`config.mk`:
```
export PLATFORM = sky130hd
export DESIGN_NAME = mac_accumulator
export DESIGN_NICKNAME = d
export VERILOG_FILES = /design/src/rtl/mac_pkg.sv /design/src/rtl/sat_adder.sv /design/src/rtl/mac_accumulator.sv
export SDC_FILE = /design/constraint.sdc
export NUM_CORES = 1
export LEC_CHECK = 0
export CAP_MARGIN = 10
export CORE_MARGIN = 10
export CORE_UTILIZATION = 50
export DETAILED_ROUTE_END_ITERATION = 10
export PLACE_DENSITY = 0.74
export SLEW_MARGIN = 10
export SYNTH_ARGS = -nofsm -noshare
export SYNTH_HDL_FRONTEND = slang
export SYNTH_HIERARCHICAL = 1
export SYNTH_SLANG_ARGS = --single-unit
```
`constraint.sdc`:
```
create_clock -name clk_i -period 2.8 [get_ports clk_i]
set_input_delay 0.42 -clock clk_i [delete_from_list [all_inputs] [get_ports clk_i]]
set_output_delay 0.42 -clock clk_i [all_outputs]
set_load 0.01 [all_outputs]
```
`src/rtl/mac_pkg.sv`:
```
// Shared types and parameter sanity helpers for the multiply-accumulate stage.
package mac_pkg;

  typedef enum logic [1:0] {
    INIT = 2'd0,
    ACC  = 2'd1,
    HOLD = 2'd2
  } mac_state_t;

  // The product must fit the accumulator and at least one product makes a result.
  function automatic bit params_ok(input int width, input int acc_width, input int len);
    return (acc_width >= 2 * width) && (len >= 1);
  endfunction

endpackage

```
`src/rtl/sat_adder.sv`:
```
// Unsigned adder that clamps to all ones when the true sum does not fit.
module sat_adder #(
  parameter int AccWidth = 24
) (
  input  logic [AccWidth-1:0] a,
  input  logic [AccWidth-1:0] b,
  output logic [AccWidth-1:0] sum,
  output logic                ovf
);

  logic [AccWidth:0] full;

  // One extra bit of headroom exposes the carry that signals saturation.
  always_comb begin
    full = {1'b0, a} + {1'b0, b};
    ovf  = full[AccWidth];
    if (full[AccWidth]) begin
      sum = {AccWidth{1'b1}};
    end else begin
      sum = full[AccWidth-1:0];
    end
  end

endmodule

```
`src/rtl/mac_accumulator.sv`:
```
// Sums Len consecutive unsigned products into a saturating accumulator and
// hands each completed sum downstream over a valid/ready handshake.
module mac_accumulator
  import mac_pkg::*;
#(
  parameter  int Width    = 8,
  parameter  int AccWidth = 24,
  parameter  int Len      = 4,
  localparam int CntWidth = $clog2(Len + 1)
) (
  input  logic                  clk_i,
  input  logic                  rst_i,
  input  logic [2*Width-1:0]    prod_i,
  input  logic                  prod_valid_i,
  output logic                  prod_ready_o,
  input  logic                  clear_i,
  output logic [AccWidth-1:0]   acc_o,
  output logic                  acc_valid_o,
  input  logic                  acc_ready_i,
  output logic                  ovf_o,
  output logic [CntWidth-1:0]   cnt_o
);

  if (!params_ok(Width, AccWidth, Len)) begin : g_param_check
    $error("mac_accumulator: requires AccWidth >= 2*Width and Len >= 1");
  end

  mac_state_t            state;
  logic [AccWidth-1:0]   prod_ext;
  logic [AccWidth-1:0]   next_sum;
  logic                  add_ovf;
  logic                  prod_fire;
  logic                  result_fire;
  logic                  last_prod;

  assign prod_ext    = AccWidth'(prod_i);
  assign prod_fire   = prod_valid_i & prod_ready_o;
  assign result_fire = acc_valid_o & acc_ready_i;
  assign last_prod   = (cnt_o == CntWidth'(Len - 1));

  sat_adder #(
    .AccWidth(AccWidth)
  ) u_sat_adder (
    .a   (acc_o),
    .b   (prod_ext),
    .sum (next_sum),
    .ovf (add_ovf)
  );

  // Control FSM; every output is a register updated here. Clear beats both
  // handshakes, so a product arriving with clear is swallowed without effect.
  always_ff @(posedge clk_i or posedge rst_i) begin
    if (rst_i) begin
      state        <= INIT;
      prod_ready_o <= 1'b0;
      acc_o        <= {AccWidth{1'b0}};
      acc_valid_o  <= 1'b0;
      ovf_o        <= 1'b0;
      cnt_o        <= {CntWidth{1'b0}};
    end else begin
      case (state)
        INIT: begin
          state        <= ACC;
          prod_ready_o <= 1'b1;
        end
        ACC: begin
          if (clear_i) begin
            acc_o <= {AccWidth{1'b0}};
            ovf_o <= 1'b0;
            cnt_o <= {CntWidth{1'b0}};
          end else if (prod_fire) begin
            acc_o <= next_sum;
            ovf_o <= ovf_o | add_ovf;
            if (last_prod) begin
              state        <= HOLD;
              cnt_o        <= CntWidth'(Len);
              acc_valid_o  <= 1'b1;
              prod_ready_o <= 1'b0;
            end else begin
              cnt_o <= cnt_o + {{(CntWidth-1){1'b0}}, 1'b1};
            end
          end else begin
            acc_o <= acc_o;
          end
        end
        HOLD: begin
          // No same-cycle bypass: restart takes one edge, leaving one bubble.
          if (clear_i || result_fire) begin
            state        <= ACC;
            acc_o        <= {AccWidth{1'b0}};
            ovf_o        <= 1'b0;
            cnt_o        <= {CntWidth{1'b0}};
            acc_valid_o  <= 1'b0;
            prod_ready_o <= 1'b1;
          end else begin
            state <= HOLD;
          end
        end
        default: begin
          state        <= INIT;
          prod_ready_o <= 1'b0;
          acc_o        <= {AccWidth{1'b0}};
          acc_valid_o  <= 1'b0;
          ovf_o        <= 1'b0;
          cnt_o        <= {CntWidth{1'b0}};
        end
      endcase
    end
  end

endmodule

```
==> metrics.md <==
| Metric | Value |
|---|---|
| Fillers | 425 |
| CP Max Fanout | 6 |
| R2R setup slack | 0.24 ns |
| Critical path type | input pin to flop |
| Fin crit period | 2.67 ns |
| Routed Antenna Nets | 0 |
| Post-CTS setup buffers | 0 |
| Synth Register Bits | 32 |
| Peak VDD IR | 745 uV |
| Avg Cell Area, Syn | 9.26 um2 |
| Pleak | 1.65 nW |
| Share of cells above drive strength 1 | 13.0% |
| DIE AREA | 8750 um2 |
| Sequential-to-total area share from yosys stat | 29.6% |
| # hold bufs at CTS | 0 |
| Register area | 801 um2 |
| Setup repair after global routing missed its margin | no |
| Reg clk slew, reported paths | 0.08 ns |
| Wirelength per Cell | 16.1 um |
| DRC | 0 |
| Nets | 416 |
| Placement row count | 26 |
| Final Cell Area | 3560 um2 |
| Pre-CTS setup slack | -0.331 ns |
| Max Cap Violations | 0 |
| Endpoints failing setup | 0 |
| Initial antenna violation count | 0 |
| Deepest clock path buffer count | 2 |
| Vias in the first global route | 2,608 |
| CTS Sinks | 32 |
| First-pass GRT wire length | 12.1 mm |
| Hpwl dp | 5.27 mm |
| Beginning of the worst register-to-register path | acc_o[0] |
| Num ports | 51 |
| Synth-to-Final Area Change | 31.6% |
| Num CTS Buffers | 5 |
| Final setup margin | 0.126 ns |
| Iter 0 DRT Violations | 134 |
| CTS tree | built |
| DR pass1 iterations | 4 |
| Ys Warns | 6 |
| GRT Total Usage | 16.6% |
| RD Place Congestion | 0.867 |
| Ys flop type | dfrtp_1 |
| Gr ovfl total | 0 |
| Critical path endpoint category | flop |
| Post-synth EDFFs | 0 |
| Total core area | 5170 um2 |
| Fmax | 374 MHz |
| Worst hold path type | input pin to async pin |
| N_diodes | 0 |
| Die height | 93.5 um |
| Via count of the routed design | 2,530 |
| Tcrit/Tclk final | 95.5% |
| Asr flop ratio synth | 100% |
| Reg2reg end | acc_o[1] |
| Pins Over Slew Limit | 0 |
| Final Hold Slack | 0.509 ns |
| IO buf count | 50 |
| Clock H-tree levels | 2 |
| Post-placement cell count | 431 |
| Clock Tree Root | clkbuf_8 |
| Final wirelength | 7.07 mm |
| Reg2reg path depth | 10 |
| Startpoint Class | input pin |
| Rel. slew slack | 63.2% |
| Commonest non-fill, non-tap cell in the layout | clkdlybuf4s50_1 |
| CP required | 2.98 ns |
| Clock Latency Late Sink | 0.29 ns |
| Worst-Margin Slew | 0.552 ns |
| Initial cell density of the core | 52.2% |
| Largest net degree at the start of global routing | 33 |
| Final Util | 68.7% |
| Mapped Cells | 292 |
| Data arrival, critical path | 2.85 ns |
| Worst Skew | 0.00952 ns |
| Pwr/cell area | 1010 nW/um2 |
| Outcome | finished, final reports clean |
| Die Width | 93.5 um |
| Vias per inst | 5.76 |
| Final hold violations | 0 |
| Most frequent cells in the layout | clkdlybuf4s50_1, nand2_1, dfrtp_1 |
| Multi-input logic area | 1780 um2 |
| Placed Area | 3410 um2 |
| Fin cells | 439 |
| Synth Cell Area | 2700 um2 |
| Distinct cells, synth | 55 |
==> sequential cells by signal, indices dropped and copies added, names as in the netlist <==
register,count
acc_o,24
state,2
acc_valid_o,1
ovf_o,1
prod_ready_o,1
cnt_o,3
==> cell usage after synthesis, types with 3 or more instances <==
master	count	area, um2
a211oi_1	3	22.5
a21oi_1	27	135
nand4_1	5	31.3
nor2b_1	5	31.3
nand2_1	33	124
a31o_2	3	26.3
nand3_1	6	30.0
a21o_1	6	45.0
and2_1	4	25.0
o22ai_1	3	18.8
xor2_1	6	52.6
buf_6	6	67.6
a21boi_0	3	22.5
xnor2_1	9	78.8
clkbuf_1	3	11.3
o21a_1	5	37.5
ha_1	26	325
nor2_1	14	52.6
a22o_1	26	228
o21ai_0	10	50.1
inv_1	12	45.0
dfrtp_1	32	801
==> what timing repair did <==
action | 4_1_cts | 5_1_grt
pin swaps | 0 | 4
hold endpoints to repair | 0 | 0
setup endpoints to repair | 11 | 23
gates cloned | 0 | 0
gates resized for setup | 1 | 3
==> where the power goes <==
part           leakage (nW)  switching, mW  total [mW]  internal [mW]
Sequential            0.422          0.152       0.767          0.615
Combinational          1.16           1.14        2.32           1.18
Clock                0.0645          0.183       0.497          0.314
Total                  1.65           1.47        3.59           2.11
==> cell families after synthesis <==
group | count (synthesis) | synth area share, %
AO/OA/AOI/OAI | 114 | 32.0
AND/OR/NAND/NOR | 76 | 13.2
flip-flops | 32 | 29.6
adder cells (fa/ha/maj) | 27 | 12.8
buffers and inverters | 24 | 6.25
XOR/XNOR | 15 | 4.86
multiplexers | 3 | 1.16
other | 1 | 0.139
==> layer usage <==
layer | vias to the layer above | global-route usage [%] | share of wire (%)
li1 | 1236 | - | -
met1 | 1219 | 20.1 | 45
met2 | 66 | 28.7 | 48
met3 | 9 | 3.92 | 5.8
met4 | 0 | 4.37 | 0.96
met5 | - | 0 | 0
==> critical path, stage by stage <==
cell,delay (ns)
clkdlybuf4s50_1,0.40
ha_2,0.19
fa_2,0.40
a21oi_4,0.17
o22a_4,0.18
a31oi_4,0.09
a21oi_2,0.18
o31a_1,0.20
o21a_4,0.19
or2b_1,0.24
a22o_1,0.20
==> worst max path at each step <==
stage,start,end,depth (start not counted)
6_report,prod_i[0],acc_o[1],11
5_1_grt,prod_i[0],ovf_o,14
4_1_cts,prod_i[0],acc_o[0],11
3_5_place_dp,prod_i[0],acc_o[1],11
3_3_place_gp,prod_i[0],acc_o[1],11
2_1_floorplan,acc_o[0],acc_o[0],10
==> final cells by class <==
cell class | instances | share of cell area (%)
clock buffers | 7 | 2.71
clock inverters | 1 | 0.844
well taps | 70 | 2.46
inverters | 12 | 1.27
repair buffers | 74 | 20.2
multi-input cells | 243 | 50.0
flip-flops and latches | 32 | 22.5
==> metrics by stage <==
| stage | power, mW | setup TNS (ns) |
|---|---|---|
| 2_1_floorplan | 2.25 | 0 |
| 3_3_place_gp | 3.01 | -4.54 |
| 3_5_place_dp | 3.04 | -6.90 |
| 4_1_cts | 3.56 | 0 |
| 5_1_grt | 3.87 | 0 |
| 6_report | 3.59 | 0 |
(Power assumes the default switching activity.)
